$ cat src/rtl/archon_entropy_pkg.sv
// Shared types and constants for the entropy throttle controller and its overlay users.
package archon_entropy_pkg;

  typedef enum logic [1:0] {
    ST_NORMAL   = 2'd0,
    ST_THROTTLE = 2'd1,
    ST_FLUSH    = 2'd2,
    ST_COOLDOWN = 2'd3
  } ent_state_t;

  localparam logic [1:0] CFG_LO   = 2'd0;
  localparam logic [1:0] CFG_HI   = 2'd1;
  localparam logic [1:0] CFG_CRIT = 2'd2;
  localparam logic [1:0] CFG_CLR  = 2'd3;

  localparam logic [7:0] LO_THRESH_DEF   = 8'h40;
  localparam logic [7:0] HI_THRESH_DEF   = 8'hC0;
  localparam logic [7:0] CRIT_THRESH_DEF = 8'hF0;

endpackage

$ cat src/rtl/entropy_cfg_regs.sv
// Runtime threshold registers with lo < hi <= crit ordering guard and clear strobe.
module entropy_cfg_regs
  import archon_entropy_pkg::*;
#(
  parameter logic [7:0] LO_THRESH_RST   = LO_THRESH_DEF,
  parameter logic [7:0] HI_THRESH_RST   = HI_THRESH_DEF,
  parameter logic [7:0] CRIT_THRESH_RST = CRIT_THRESH_DEF
) (
  input  logic       clk,
  input  logic       reset,
  input  logic       cfg_we,
  input  logic [1:0] cfg_addr,
  input  logic [7:0] cfg_wdata,
  output logic [7:0] lo_thresh,
  output logic [7:0] hi_thresh,
  output logic [7:0] crit_thresh,
  output logic       cfg_err,
  output logic       clr_c
);

  logic [7:0] lo_new_c;
  logic [7:0] hi_new_c;
  logic [7:0] crit_new_c;
  logic       wr_c;
  logic       ok_c;

  assign clr_c = cfg_we && (cfg_addr == CFG_CLR);
  assign wr_c  = cfg_we && (cfg_addr != CFG_CLR);

  // Candidate threshold set as it would look after this write
  always_comb begin
    lo_new_c   = lo_thresh;
    hi_new_c   = hi_thresh;
    crit_new_c = crit_thresh;
    case (cfg_addr)
      CFG_LO:   lo_new_c   = cfg_wdata;
      CFG_HI:   hi_new_c   = cfg_wdata;
      CFG_CRIT: crit_new_c = cfg_wdata;
      default:  ;
    endcase
    ok_c = (lo_new_c < hi_new_c) && (hi_new_c <= crit_new_c);
  end

  always_ff @(posedge clk or posedge reset) begin
    if (reset) begin
      lo_thresh   <= LO_THRESH_RST;
      hi_thresh   <= HI_THRESH_RST;
      crit_thresh <= CRIT_THRESH_RST;
      cfg_err     <= 1'b0;
    end else begin
      cfg_err <= wr_c && !ok_c;
      if (wr_c && ok_c) begin
        lo_thresh   <= lo_new_c;
        hi_thresh   <= hi_new_c;
        crit_thresh <= crit_new_c;
      end
    end
  end

endmodule

$ cat src/rtl/entropy_throttle_controller.sv
// Entropy-driven pipeline sequencer: hysteretic throttle, flush handshake and cooldown.
module entropy_throttle_controller
  import archon_entropy_pkg::*;
#(
  parameter logic [7:0]  LO_THRESH_RST   = LO_THRESH_DEF,
  parameter logic [7:0]  HI_THRESH_RST   = HI_THRESH_DEF,
  parameter logic [7:0]  CRIT_THRESH_RST = CRIT_THRESH_DEF,
  parameter int unsigned THROTTLE_PERIOD = 4,
  parameter int unsigned COOLDOWN_CYCLES = 16
) (
  input  logic       clk,
  input  logic       reset,
  input  logic [7:0] entropy_score_in,
  input  logic       cfg_we,
  input  logic [1:0] cfg_addr,
  input  logic [7:0] cfg_wdata,
  input  logic       flush_ack,
  output logic       stall_out,
  output logic       flush_req,
  output logic       throttle_active,
  output logic [1:0] state_out,
  output logic [7:0] event_count,
  output logic       cfg_err
);

  localparam int unsigned PHASE_W = 4;
  localparam int unsigned CNT_W   = 8;
  localparam logic [PHASE_W-1:0] PHASE_LAST = PHASE_W'(THROTTLE_PERIOD - 1);
  localparam logic [CNT_W-1:0]   CD_LOAD    = CNT_W'(COOLDOWN_CYCLES - 1);

  ent_state_t         state;
  ent_state_t         state_nxt_c;
  logic [PHASE_W-1:0] phase;
  logic [PHASE_W-1:0] phase_nxt_c;
  logic [CNT_W-1:0]   cd_cnt;
  logic [CNT_W-1:0]   cd_nxt_c;
  logic [7:0]         lo_thresh;
  logic [7:0]         hi_thresh;
  logic [7:0]         crit_thresh;
  logic               clr_c;
  logic               crit_hit_c;
  logic               hi_hit_c;
  logic               lo_hit_c;
  logic               flush_entry_c;

  entropy_cfg_regs #(
    .LO_THRESH_RST  (LO_THRESH_RST),
    .HI_THRESH_RST  (HI_THRESH_RST),
    .CRIT_THRESH_RST(CRIT_THRESH_RST)
  ) u_cfg (
    .clk        (clk),
    .reset      (reset),
    .cfg_we     (cfg_we),
    .cfg_addr   (cfg_addr),
    .cfg_wdata  (cfg_wdata),
    .lo_thresh  (lo_thresh),
    .hi_thresh  (hi_thresh),
    .crit_thresh(crit_thresh),
    .cfg_err    (cfg_err),
    .clr_c      (clr_c)
  );

  assign crit_hit_c    = entropy_score_in >= crit_thresh;
  assign hi_hit_c      = entropy_score_in >= hi_thresh;
  assign lo_hit_c      = entropy_score_in <= lo_thresh;
  assign flush_entry_c = (state != ST_FLUSH) && crit_hit_c;
  assign state_out     = 2'(state);

  // Next-state and counter update; FLUSH ignores the score entirely
  always_comb begin
    state_nxt_c = state;
    phase_nxt_c = phase;
    cd_nxt_c    = cd_cnt;
    case (state)
      ST_NORMAL: begin
        if (crit_hit_c) begin
          state_nxt_c = ST_FLUSH;
        end else if (hi_hit_c) begin
          state_nxt_c = ST_THROTTLE;
          phase_nxt_c = '0;
        end
      end
      ST_THROTTLE: begin
        if (crit_hit_c) begin
          state_nxt_c = ST_FLUSH;
        end else if (lo_hit_c) begin
          state_nxt_c = ST_COOLDOWN;
          cd_nxt_c    = CD_LOAD;
        end else begin
          phase_nxt_c = (phase == PHASE_LAST) ? '0 : phase + PHASE_W'(1);
        end
      end
      ST_FLUSH: begin
        if (flush_ack) begin
          state_nxt_c = ST_COOLDOWN;
          cd_nxt_c    = CD_LOAD;
        end
      end
      ST_COOLDOWN: begin
        if (crit_hit_c) begin
          state_nxt_c = ST_FLUSH;
        end else if (cd_cnt == '0) begin
          state_nxt_c = ST_NORMAL;
        end else begin
          cd_nxt_c = cd_cnt - CNT_W'(1);
        end
      end
      default: state_nxt_c = ST_NORMAL;
    endcase
  end

  // Moore outputs are registered from the next state so they align with state_out
  always_ff @(posedge clk or posedge reset) begin
    if (reset) begin
      state           <= ST_NORMAL;
      phase           <= '0;
      cd_cnt          <= '0;
      stall_out       <= 1'b0;
      flush_req       <= 1'b0;
      throttle_active <= 1'b0;
      event_count     <= '0;
    end else begin
      state           <= state_nxt_c;
      phase           <= phase_nxt_c;
      cd_cnt          <= cd_nxt_c;
      stall_out       <= (state_nxt_c == ST_FLUSH) ||
                         ((state_nxt_c == ST_THROTTLE) && (phase_nxt_c != PHASE_LAST));
      flush_req       <= state_nxt_c == ST_FLUSH;
      throttle_active <= state_nxt_c == ST_THROTTLE;
      if (clr_c) begin
        event_count <= '0;
      end else if (flush_entry_c && (event_count != 8'hFF)) begin
        event_count <= event_count + 8'd1;
      end
    end
  end

endmodule

$ cat config.mk
export PLATFORM = sky130hd
export DESIGN_NAME = entropy_throttle_controller
export DESIGN_NICKNAME = d
export VERILOG_FILES = /design/src/rtl/archon_entropy_pkg.sv /design/src/rtl/entropy_cfg_regs.sv /design/src/rtl/entropy_throttle_controller.sv
export SDC_FILE = /design/constraint.sdc
export NUM_CORES = 1
export LEC_CHECK = 0
export CAP_MARGIN = 20
export CELL_PAD_IN_SITES_DETAIL_PLACEMENT = 0
export CELL_PAD_IN_SITES_GLOBAL_PLACEMENT = 1
export CORE_ASPECT_RATIO = 0.9
export CORE_MARGIN = 1.5
export CORE_UTILIZATION = 40
export DETAILED_ROUTE_END_ITERATION = 10
export HOLD_SLACK_MARGIN = 0.12
export PLACE_DENSITY_LB_ADDON = 0.15
export SYNTH_ARGS = -nofsm -noshare
export SYNTH_HDL_FRONTEND = slang
export SYNTH_SLANG_ARGS = --single-unit
$ cat constraint.sdc
create_clock -name clk -period 2.4 [get_ports clk]
set_input_delay 0.48 -clock clk [delete_from_list [all_inputs] [get_ports clk]]
set_output_delay 0.48 -clock clk [all_outputs]
set_load 0.01 [all_outputs]
Word-level counts from Yosys, hierarchy flattened. Cells that the tools add are included.

Bits in registers: 50. Bits of input ports: 22. Word-level logic and storage cells: 78.

Equal/unequal tests: 18. Add/sub/neg operators: 3. Multiplexer cells: 25. Magnitude comparators: 5. Reduce and logical (&&, ||, !) cells: 16.

Operator list (number): $mux W8 (10); $pmux W8 S3 (1); $mux W4 (5); $ge A8 B8 Y1 (2); $le A8 B8 Y1 (2); $mux W2 (7); $ne A2 B2 Y1 const B (7); $eq A2 B2 Y1 const B (5); $add A8 B1 Y8 const B (1); $logic_and A1 B1 Y1 (8); $logic_not A8 Y1 (1); $lt A8 B8 Y1 (1); $ne A8 B8 Y1 const B (1); $pmux W2 S4 (1); $pmux W4 S2 (1); $sub A8 B1 Y8 const B (1); $eq A2 B1 Y1 const B (3); $reduce_and A6 Y1 (1); $add A4 B1 Y4 const B (1); $eq A4 B2 Y1 const B (1); $logic_not A2 Y1 (2); $ne A4 B2 Y1 const B (1); $reduce_bool A3 Y1 (1); $reduce_bool A2 Y1 (1); 2 further kinds (2).

Longest topological paths before layout. Gate-level depths: netlist of run 1.

Depth in word-level cells: 8. Gate-level depth with buffers: 15.

By module. Synthesis of run 1 repeated with hierarchy kept, for this count alone.

Cells, all modules: 405. Area, all modules: 3772.4 um^2.

Modules (own cells, without submodules): entropy_throttle_controller (times used 1, seq. area each 625.6 um^2, area each 1954.4 um^2, cells each 224); entropy_cfg_regs (times used 1, seq. area each 634.4 um^2, area each 1818.0 um^2, cells each 181).

Worst setup path after synthesis of run 1. OpenSTA, ideal clock, no wires.

Path type: input port to flip-flop. Start: in cfg_addr[0]. End: reg u_cfg.crit_thresh[0]. Cell stages on the path: 13. Arrival: 2.931 ns. Setup time: 0.128 ns. Slack: -0.659 ns. Path through: nor2b_1 buf_4 clkbuf_1 nand2_1 o21ai_0 inv_1 ha_1 o2111a_1 a2111oi_4 o311ai_2 or2_1 buf_2 mux2_1.

Cells in the longest elaborated chain, start to end: 5. Elaborated cells between the ends (all ways): 12. Classes of those cells: order compare (2); eq/ne (3); mux (3); reduce/logical (4).

Ends and longest elaborated chain: from (decl) (line entropy_throttle_controller.sv:15) `input logic [1:0] cfg_addr,`; $eq A2 B1 Y1 (*) (line entropy_cfg_regs.sv:35) `case (cfg_addr)`; $mux W8 (*) (line entropy_cfg_regs.sv:35); named net u_cfg.hi_new_c[2] (line entropy_cfg_regs.sv:22) `logic [7:0] hi_new_c;`; $lt A8 B8 Y1 or $le A8 B8 Y1 (tied branches) (line entropy_cfg_regs.sv:41) `ok_c = (lo_new_c < hi_new_c) && (hi_new_c <= crit_new_c);`; $logic_and A1 B1 Y1 (*) (line entropy_cfg_regs.sv:41); $logic_and A1 B1 Y1 (*) (line entropy_cfg_regs.sv:52) `if (wr_c && ok_c) begin`; to (signal assigned) (line entropy_cfg_regs.sv:55) `crit_thresh <= crit_new_c;`; to (decl) (line entropy_cfg_regs.sv:16) `output logic [7:0] crit_thresh,`.

The timed path passes the listed nets; every way through them passes the cells marked *. A chain may end at the register's enable or synchronous reset.

Final worst setup path of run 1.
Start: reg u_cfg.crit_thresh[4]. End: reg cd_cnt[5].

Cells in the longest elaborated chain, start to end: 3. Elaborated cells between the ends (all ways): 4. Classes of those cells: order compare (1); eq/ne (2); reduce/logical (1).

Ends and longest elaborated chain: $ge A8 B8 Y1 (*) (line entropy_throttle_controller.sv:63) `assign crit_hit_c = entropy_score_in >= crit_thresh;`; $ne A2 B2 Y1 (no source line); $reduce_and A6 Y1 (no source line) (*); to (signal assigned) (line entropy_throttle_controller.sv:125) `cd_cnt <= cd_nxt_c;`; to (decl) (line entropy_throttle_controller.sv:35) `logic [CNT_W-1:0] cd_cnt;`.

Every way passes the cells marked *; elsewhere a longest branch is shown, timed or not.

==> results of run 1 <==
==> cell usage after synthesis, types with 3 or more instances <==
| master | number | area [um^2] |
|---|---|---|
| dfrtp_1 | 43 | 1080 |
| ha_1 | 43 | 538 |
| inv_1 | 38 | 143 |
| a21oi_1 | 35 | 175 |
| nand2_1 | 33 | 124 |
| nor2_1 | 33 | 124 |
| o21ai_0 | 23 | 115 |
| mux2i_1 | 17 | 170 |
| nor3_1 | 9 | 45.0 |
| nand4_1 | 8 | 50.1 |
| nor2b_1 | 8 | 50.1 |
| a21o_1 | 7 | 52.6 |
| and3_1 | 7 | 43.8 |
| dfstp_2 | 7 | 184 |
| nand3_1 | 7 | 35.0 |
| clkbuf_1 | 5 | 18.8 |
| a41oi_1 | 4 | 35.0 |
| nand2b_1 | 4 | 25.0 |
| xnor2_1 | 4 | 35.0 |
| buf_4 | 3 | 22.5 |
| nand3b_1 | 3 | 22.5 |
| o21a_1 | 3 | 22.5 |
| o21ai_1 | 3 | 15.0 |
| xor2_1 | 3 | 26.3 |
==> per-stage QoR <==
stage / instances / utilization
5_1_grt: 652 / 0.642
4_1_cts: 642 / 0.603
2_1_floorplan: 392 / -
3_5_place_dp: 614 / 0.545
3_3_place_gp: 614 / 0.545
6_report: 652 / 0.642
==> power breakdown <==
part           switching, mW  leakage [nW]  internal (mW)
Combinational           1.89          1.97           2.02
Clock                  0.288        0.0575          0.292
Sequential             0.156         0.589           1.16
Total                   2.33          2.62           3.47
==> timing repair <==
action / CTS / global route
buffers inserted: 17 / 8
resized for setup: 77 / 53
hold endpoints to repair: 0 / 0
pin swaps: 28 / 25
setup endpoints to repair: 47 / 44
cloned: 3 / 3
==> registers in the layout (all words and copies together) (netlist names) <==
name,cells
throttle_active,1
state_out,2
phase,4
flush_req,1
stall_out,1
u_cfg.cfg_err,1
u_cfg.hi_thresh,8
cd_cnt,8
u_cfg.lo_thresh,8
event_count,8
u_cfg.crit_thresh,8
==> worst paths after layout <==
kind / start / end / slack [ns] / cells past startpoint
min reg2reg: cd_cnt[5]$_DFFE_PP0P_ / cd_cnt[5]$_DFFE_PP0P_ / 0.56 / 2
max: u_cfg.crit_thresh[4]$_DFFE_PP1P_ / cd_cnt[5]$_DFFE_PP0P_ / -0.18 / 9
min: reset / cd_cnt[5]$_DFFE_PP0P_ / 0.48 / 2
min in group clk: cd_cnt[5]$_DFFE_PP0P_ / cd_cnt[5]$_DFFE_PP0P_ / 0.56 / 2
max in group asynchronous: reset / u_cfg.hi_thresh[7]$_DFFE_PP1P_ / 1.36 / 3
max reg2reg: u_cfg.crit_thresh[4]$_DFFE_PP1P_ / cd_cnt[5]$_DFFE_PP0P_ / -0.18 / 9
==> kinds of logic (layout without fill, tap and decap cells) <==
family / Yosys count / count (layout) / share of synthesized area
AOI/OAI and AO/OA: 96 / 97 / 0.181
xor gates and xnor gates: 7 / 7 / 0.0173
DFF: 50 / 50 / 0.355
adders and majority gates: 43 / 43 / 0.152
muxes: 20 / 20 / 0.0575
and+or+nand+nor: 126 / 126 / 0.176
buffers and inverters: 50 / 190 / 0.0607
==> layout make-up <==
type / instances / area [um^2]
fill: 730 / 3070
multi-input combinational: 293 / 2560
timing repair buffer: 144 / 1280
sequential: 50 / 1260
tap: 119 / 149
inverter: 38 / 143
clock buffer: 8 / 110
==> per-layer routing <==
metal	vias up	share of wire
met3	5	0.025
met4	0	0.0052
met1	1615	0.50
met2	55	0.47
met5	-	0
li1	1672	-
==> results_dict.tcl, run 1 <==
set metrics [dict create \
    core.rowCount 32 \
    cts-buffers-inserted 5 \
    cp_num_buf_inv 1 \
    ys_types 57 \
    rsz0062_at_grt "true" \
    use_met1 0.329 \
    io_pins 36 \
    place_ws_ns -0.946 \
    die-height_um 92.3 \
    dpl_cell_area_mm2 0.00467 \
    grt_pass1_wl_mm 16.4 \
    ir_worst_vdd_mv 0.535 \
    cts.clk_slew.worst_paths_ns 0.10 \
    grt_max_degree 27 \
    critPathRequiredTime_ns 2.64 \
    grt_use_total 0.222 \
    fin_ws_ns -0.184 \
    worst_pin_slew_ns 0.519 \
    min_path_type "primary input to async pin" \
    first_pass_iters 4 \
    cts_max_level 2 \
    antenna_cells 0 \
    critPathLaunchType "flop" \
    syn-mean-instance-area_um2 9.04 \
    ys_warn_count 0 \
    die_area_mm2 0.00944 \
    busiest_layer "met2" \
    hpwl_mm 6.98 \
    gp_congestion 0.815 \
    hold_slack_ns 0.481 \
    max_freq_mhz 387 \
    slew_headroom 0.650 \
    setup_viol 34 \
    routed_wirelength_mm 10.1 \
    cp_top_family "simple AND/OR/NAND/NOR gates" \
    syn_area_mm2 0.00354 \
    max_stage_delay_ns 0.54 \
    worst-setup-path-type "flop to flop" \
    grt_remaining_overflow 0 \
    final_area_mm2 0.00550 \
    finalSetupTns_ns -4.19 \
    slew_viol_final 0 \
    viasPerCell 5.13 \
    status "complete, but fails checks" \
    ys_seq_elements 50 \
    antenna_found_initial 0 \
    finalCriticalPeriod_ns 2.58 \
    routedWlPerCell_um 15.5 \
    dr.first_iter.drc_count 133 \
    holdBufCountCts 0 \
    io_buffers 35 \
    grt_pass1_vias 3336 \
    synthCells 392 \
    cts_sinks 50 \
    cap_violations 0 \
    synth_edf_count 0 \
    drcViolationCount 0 \
    cp-end-kind "flop" \
    initial_core_util 0.414 \
    most-common-layout-cells "buf_4 (96), dfrtp_1 (43), nand2_1 (30)" \
    crit_chain "inv_2, ha_4, or4_4, a21oi_4, o31ai_2, or3_4, o21a_4, or4_1, o21ai_1" \
    met3_usage 0.0264 \
    cts_root_buf "clkbuf_8" \
    synthesis.nets 457 \
    core_mm2 0.00857 \
    clk_latency_ns 0.30 \
    async_reset_ff_frac 1.00 \
    arrival_ns 2.82 \
    cts_tree "built" \
    ys_seq_area_frac 0.355 \
    ant_nets 0 \
    p_leak_nw 2.62 \
    layout_commonest_cell "buf_4" \
    layout-drive-gt1-share 0.420 \
    synthToLayoutAreaGrowth_pct 55.1 \
    nets 597 \
    clock_skew_ns 0.0102 \
    violations "negative setup slack" \
    synth_flop_cell "dfrtp_1" \
    min_period_over_period 1.08 \
    hold_viol 0 \
    power.total_mw 5.81 \
    grtUsageMet2 0.349 \
    num_vias 3347 \
    worstPathMaxFanout 3 \
    slowest_stage "dfstp_2" \
    cellPowerDensity_mw_per_mm2 1060 \
    die_w_um 102 \
    cts_max_path_buffers 2 \
]
Note: power is estimated with default switching activity, not from simulation.
==> inputs of run 2 (changes only) <==
--- a/config.mk
+++ b/config.mk
@@ -10,10 +10,12 @@
 export CELL_PAD_IN_SITES_GLOBAL_PLACEMENT = 1
 export CORE_ASPECT_RATIO = 0.9
 export CORE_MARGIN = 1.5
-export CORE_UTILIZATION = 40
+export CORE_UTILIZATION = 44
 export DETAILED_ROUTE_END_ITERATION = 10
+export DONT_BUFFER_PORTS = 1
 export HOLD_SLACK_MARGIN = 0.12
 export PLACE_DENSITY_LB_ADDON = 0.15
+export SKIP_LAST_GASP = 1
 export SYNTH_ARGS = -nofsm -noshare
 export SYNTH_HDL_FRONTEND = slang
 export SYNTH_SLANG_ARGS = --single-unit
==> run 2 against run 1 <==
Effect of this change: the flow still finishes with violations (negative setup slack); final area shrank 14%; worst setup slack gained 0.0086 ns; sequential cell count is the same; maximum frequency grew 0.33%; register-to-register slack is essentially flat.
==> results_dict.tcl, run 2 (synthesis gave the netlist of run 1 again) <==
set metrics [dict create \
    place_ws_ns -0.390 \
    setup_viol 27 \
    worst-setup-path-type "flop to flop" \
    finalSetupTns_ns -2.15 \
    worst_pin_slew_ns 0.538 \
    grt_max_degree 28 \
    grt_pass1_wl_mm 15.0 \
    fin_cells 563 \
    dp.cells 539 \
    die-height_um 88.2 \
    worstPathMaxFanout 3 \
    min_period_over_period 1.07 \
    min_path_type "primary input to flop" \
    finalCriticalPeriod_ns 2.58 \
    critPathRequiredTime_ns 2.63 \
    nets 531 \
    cts_sinks 50 \
    critPathLaunchType "flop" \
    routedWlPerCell_um 16.2 \
    rsz0062_at_grt "true" \
    cap_violations 0 \
    routed_wirelength_mm 9.10 \
    synthToLayoutAreaGrowth_pct 32.9 \
    cts.clk_slew.worst_paths_ns 0.10 \
    clock_skew_ns 0.00594 \
    clk_latency_ns 0.30 \
    cts_max_level 2 \
    fin_ws_ns -0.176 \
    hpwl_mm 6.70 \
    p_leak_nw 2.31 \
    fin_util 0.615 \
    cts_tree "built" \
    cts_max_path_buffers 2 \
    crit_chain "inv_2, ha_4, or4_4, a21oi_4, o31ai_4, or3_4, o21a_4, or4_1, o21ai_1" \
    core_mm2 0.00766 \
    layout-drive-gt1-share 0.323 \
    slowest_stage "dfstp_2" \
    antenna_found_initial 0 \
    most-common-layout-cells "buf_4 (63), dfrtp_1 (43), ha_1 (41)" \
    cts-buffers-inserted 5 \
    status "complete, but fails checks" \
    grt_pass1_vias 3033 \
    dr.first_iter.drc_count 87 \
    slew_headroom 0.641 \
    cellPowerDensity_mw_per_mm2 1170 \
    ir_worst_vdd_mv 0.504 \
    cp-end-kind "flop" \
    ant_nets 0 \
    die_w_um 97.6 \
    cts_root_buf "clkbuf_8" \
    hold_viol 0 \
    layout_commonest_cell "buf_4" \
    grt_use_total 0.220 \
    io_pins 36 \
    io_buffers 0 \
    first_pass_iters 4 \
    drcViolationCount 0 \
    violations "negative setup slack" \
    core.rowCount 30 \
    antenna_cells 0 \
    max_freq_mhz 388 \
    max_stage_delay_ns 0.54 \
    grt_remaining_overflow 0 \
    slew_viol_final 0 \
    initial_core_util 0.463 \
    arrival_ns 2.81 \
    num_vias 3056 \
    viasPerCell 5.43 \
    fill_cells 711 \
    gp_congestion 0.870 \
    die_area_mm2 0.00860 \
]
==> run 2: cell types whose count changed in the layout (fill, tap and decap cells not counted), sizes merged <==
cell / previous run / this run
buf: 109 / 76
clkdlybuf4s50: 20 / 0
dlygate4sd2: 10 / 0
clkbuf: 10 / 7
bufinv: 0 / 2
clkdlybuf4s15: 2 / 0
dlygate4sd3: 0 / 1
dlymetal6s2s: 1 / 0
==> run 2: through the flow <==
step,hold WS (ns),power (mW),cell area (um^2)
floorplan,0.479,3.16,3650
finish,0.324,5.49,4710
global placement,0.443,4.11,4170
detailed placement,0.442,4.18,4170
global route,0.313,5.89,4710
CTS,0.318,5.26,4530
==> run 2: routing by layer <==
layer | part of all wire | routed length (um) | global-route usage | vias up
li1 | - | - | - | 1534
met1 | 0.50 | 4570 | 0.304 | 1464
met2 | 0.45 | 4110 | 0.369 | 52
met3 | 0.039 | 354 | 0.0399 | 6
met4 | 0.0069 | 63 | 0.0338 | 0
met5 | 0 | 0 | 0 | -
==> run 2: final timing paths <==
check	startpoint	end	slack (ns)	cells after the start
min in group asynchronous	reset	event_count[7]$_DFFE_PP0P_	0.67	2
worst max-delay path	u_cfg.crit_thresh[4]$_DFFE_PP1P_	cd_cnt[5]$_DFFE_PP0P_	-0.18	9
worst max register to register	u_cfg.crit_thresh[4]$_DFFE_PP1P_	cd_cnt[5]$_DFFE_PP0P_	-0.18	9
worst min-delay path	cfg_wdata[0]	u_cfg.lo_thresh[0]$_DFFE_PP0P_	0.32	1
max in group asynchronous	reset	u_cfg.lo_thresh[6]$_DFFE_PP1P_	1.12	3
worst min register to register	u_cfg.crit_thresh[7]$_DFFE_PP1P_	u_cfg.crit_thresh[7]$_DFFE_PP1P_	0.51	2
==> run 2: layout make-up <==
type                            count  area, um^2  area share
Clock buffer                        6        82.6      0.0175
Multi-Input combinational cell    293        2350       0.500
Tap cell                           96         120      0.0255
Clock inverter                      2        60.1      0.0128
Sequential cell                    50        1260       0.268
Timing Repair Buffer               78         691       0.147
Inverter                           38         143      0.0303
==> run 2: critical path, delay by kind of cell, from the launching register on <==
kind	cells	cell delay, ns
simple gates	3	1.21
flops	1	0.54
fa+ha+maj	1	0.15
compound gates	4	0.55
buf+inv	1	0.05
==> run 2: report_power, final <==
| part | total (mW) | leakage, nW | internal (mW) | switching, mW |
|---|---|---|---|---|
| clock | 0.734 | 0.0714 | 0.445 | 0.289 |
| combinational | 3.41 | 1.65 | 1.70 | 1.70 |
| sequential | 1.35 | 0.589 | 1.16 | 0.184 |
==> run 2: repair_timing <==
item | 4_1_cts | 5_1_grt
setup buffers | 6 | 6
hold buffers | 1 | 0
endpoints found under the setup margin | 35 | 39
resized for setup | 30 | 33
pin swaps | 19 | 16
endpoints found under the hold margin | 23 | 0
gates cloned | 4 | 1
==> inputs of run 3 (changes only) <==
--- a/config.mk
+++ b/config.mk
@@ -13,7 +13,9 @@
 export CORE_UTILIZATION = 44
 export DETAILED_ROUTE_END_ITERATION = 10
 export DONT_BUFFER_PORTS = 1
+export GPL_TIMING_DRIVEN = 0
 export HOLD_SLACK_MARGIN = 0.12
+export MAX_ROUTING_LAYER = met4
 export PLACE_DENSITY_LB_ADDON = 0.15
 export SKIP_LAST_GASP = 1
 export SYNTH_ARGS = -nofsm -noshare
==> run 3 against run 2 <==
Effect of this change: the run still ends with negative setup slack left; count of clock-buffer cells in the layout rose by 1; worst hold slack got worse by 0.0053 ns; worst setup slack got worse by 0.084 ns; global-route usage rose by 0.19 points; maximum frequency fell by 3.1%; sequential cell count did not move; sequential share of layout area rose by 1.5 points.
==> results_dict.tcl, run 3 (synthesis gave the netlist of run 1 again) <==
set metrics [dict create \
    cts_max_level 2 \
    io_buffers 0 \
    critPathLaunchType "flop" \
    initial_core_util 0.463 \
    die-height_um 88.2 \
    clock_skew_ns 0.0138 \
    dr.first_iter.drc_count 119 \
    ir_worst_vdd_mv 0.468 \
    die_w_um 97.6 \
    cts-buffers-inserted 5 \
    routed_wirelength_mm 8.80 \
    cellPowerDensity_mw_per_mm2 1140 \
    drcViolationCount 0 \
    first_pass_iters 5 \
    status "complete, but fails checks" \
    grt_pass1_vias 2881 \
    cts_sinks 50 \
    place_ws_ns -0.754 \
    setup_viol 32 \
    min_delay_path_depth 1 \
    cap_violations 0 \
    grt_max_degree 28 \
    min_period_over_period 1.11 \
    core_mm2 0.00766 \
    arrival_ns 2.88 \
    p_int_mw 2.88 \
    dp.cells 489 \
    fin_ws_ns -0.259 \
    cts_max_path_buffers 2 \
    power_frac_comb 0.629 \
    rsz0062_at_grt "true" \
    num_vias 2917 \
    most-common-layout-cells "dfrtp_1 (43), ha_1 (37), inv_1 (34)" \
    multiInputGateArea_mm2 0.00241 \
    antenna_found_initial 0 \
    clockPowerShare 0.105 \
    final-seq-area_mm2 0.00126 \
    layout_commonest_cell "dfrtp_1" \
    crit_chain "inv_4, ha_4, or4_4, a21oi_4, o31ai_4, or3_4, o21a_4, or4_1, o21ai_1" \
    cp-end-kind "flop" \
    critPathRequiredTime_ns 2.62 \
    violations "negative setup slack" \
    clk_latency_ns 0.31 \
    nets 492 \
    p_leak_nw 2.09 \
    switchingPower_mw 2.17 \
    core.rowCount 30 \
    worst-setup-path-type "flop to flop" \
    worstPathMaxFanout 5 \
    layout-drive-gt1-share 0.269 \
    antenna_cells 0 \
    max_freq_mhz 376 \
    switching_share 0.430 \
    viasPerCell 5.57 \
    seqPwrFrac 0.266 \
    fill_cells 682 \
    slew_headroom 0.623 \
    finalSetupTns_ns -4.09 \
    slowest_stage "dfstp_2" \
    grt_use_total 0.221 \
    cts_tree "built" \
    grt_remaining_overflow 0 \
    fin_cells 524 \
    fin_util 0.581 \
    finalCriticalPeriod_ns 2.66 \
    rr_worst_depth 9 \
    routedWlPerCell_um 16.8 \
    max_stage_delay_ns 0.56 \
    worst_pin_slew_ns 0.564 \
    hold_viol 0 \
    gp_congestion 0.829 \
    cts_root_buf "clkbuf_8" \
    grt_pass1_wl_mm 14.6 \
    synthToLayoutAreaGrowth_pct 25.6 \
    min_path_type "primary input to flop" \
    io_pins 36 \
    die_area_mm2 0.00860 \
    cts.clk_slew.worst_paths_ns 0.10 \
    ant_nets 0 \
    slew_viol_final 0 \
    hpwl_mm 6.32 \
]
[run 3: cell count changes in the layout (fill, tap and decap cells not counted), sizes merged]
cell and delta:
buf -44, bufinv -2, clkbuf +6, clkinv +1
[run 3: routing by layer]
layer,vias up,track usage,part of all wire
met5,-,-,0
met4,0,0.0429,0.0084
met3,6,0.0455,0.054
li1,1466,-,-
met2,62,0.322,0.42
met1,1383,0.320,0.51
[run 3: power by group through the flow]
stage	registers, mW	logic [mW]	clock network, mW
6_report	1.34	3.18	0.530
5_1_grt	1.38	3.52	0.591
4_1_cts	1.34	2.85	0.552
3_5_place_dp	1.36	2.32	0
3_3_place_gp	1.35	2.26	0
2_1_floorplan	1.31	1.85	0
[run 3: final timing paths]
kind                                                   from                        endpoint  slack, ns
max                        u_cfg.crit_thresh[4]$_DFFE_PP1P_           cd_cnt[5]$_DFFE_PP0P_      -0.26
min                                            cfg_wdata[0]  u_cfg.lo_thresh[0]$_DFFE_PP0P_       0.32
max in group asynchronous                             reset  u_cfg.hi_thresh[6]$_DFFE_PP1P_       1.11
max reg2reg                u_cfg.crit_thresh[4]$_DFFE_PP1P_           cd_cnt[5]$_DFFE_PP0P_      -0.26
min reg2reg                  u_cfg.lo_thresh[6]$_DFFE_PP1P_  u_cfg.lo_thresh[6]$_DFFE_PP1P_       0.53
min in group asynchronous                             reset      event_count[7]$_DFFE_PP0P_       0.68
[run 3: area by class of cell]
cell class,count,share of cell area
Timing Repair Buffer,27,0.0613
Buffer,12,0.0349
Inverter,38,0.0326
Multi-Input combinational cell,293,0.541
Sequential cell,50,0.283
Clock buffer,7,0.0194
Tap cell,96,0.0270
Clock inverter,1,0.00112
[run 3: repair_timing]
action,4_1_cts,5_1_grt
pin swaps,32,16
endpoints found under the hold margin,18,0
resized for setup,48,28
gates cloned,4,1
hold buffers,1,0
endpoints found under the setup margin,41,41
setup buffers,12,11
[run 3: critical path, delay by kind of cell (launching register included)]
family	cells	cell delay [ns]
AO/OA/AOI/OAI	4	0.60
buffers and inverters	1	0.04
flip-flops	1	0.56
AND/OR/NAND/NOR	3	1.21
adder cells (fa/ha/maj)	1	0.15
[run 3: metrics by stage]
step | total power [mW] | area [um^2] | hold WS (ns)
2_1_floorplan | 3.16 | 3650 | 0.479
3_3_place_gp | 3.62 | 3770 | 0.518
3_5_place_dp | 3.68 | 3790 | 0.447
4_1_cts | 4.75 | 4260 | 0.313
5_1_grt | 5.50 | 4450 | 0.292
6_report | 5.06 | 4450 | 0.319
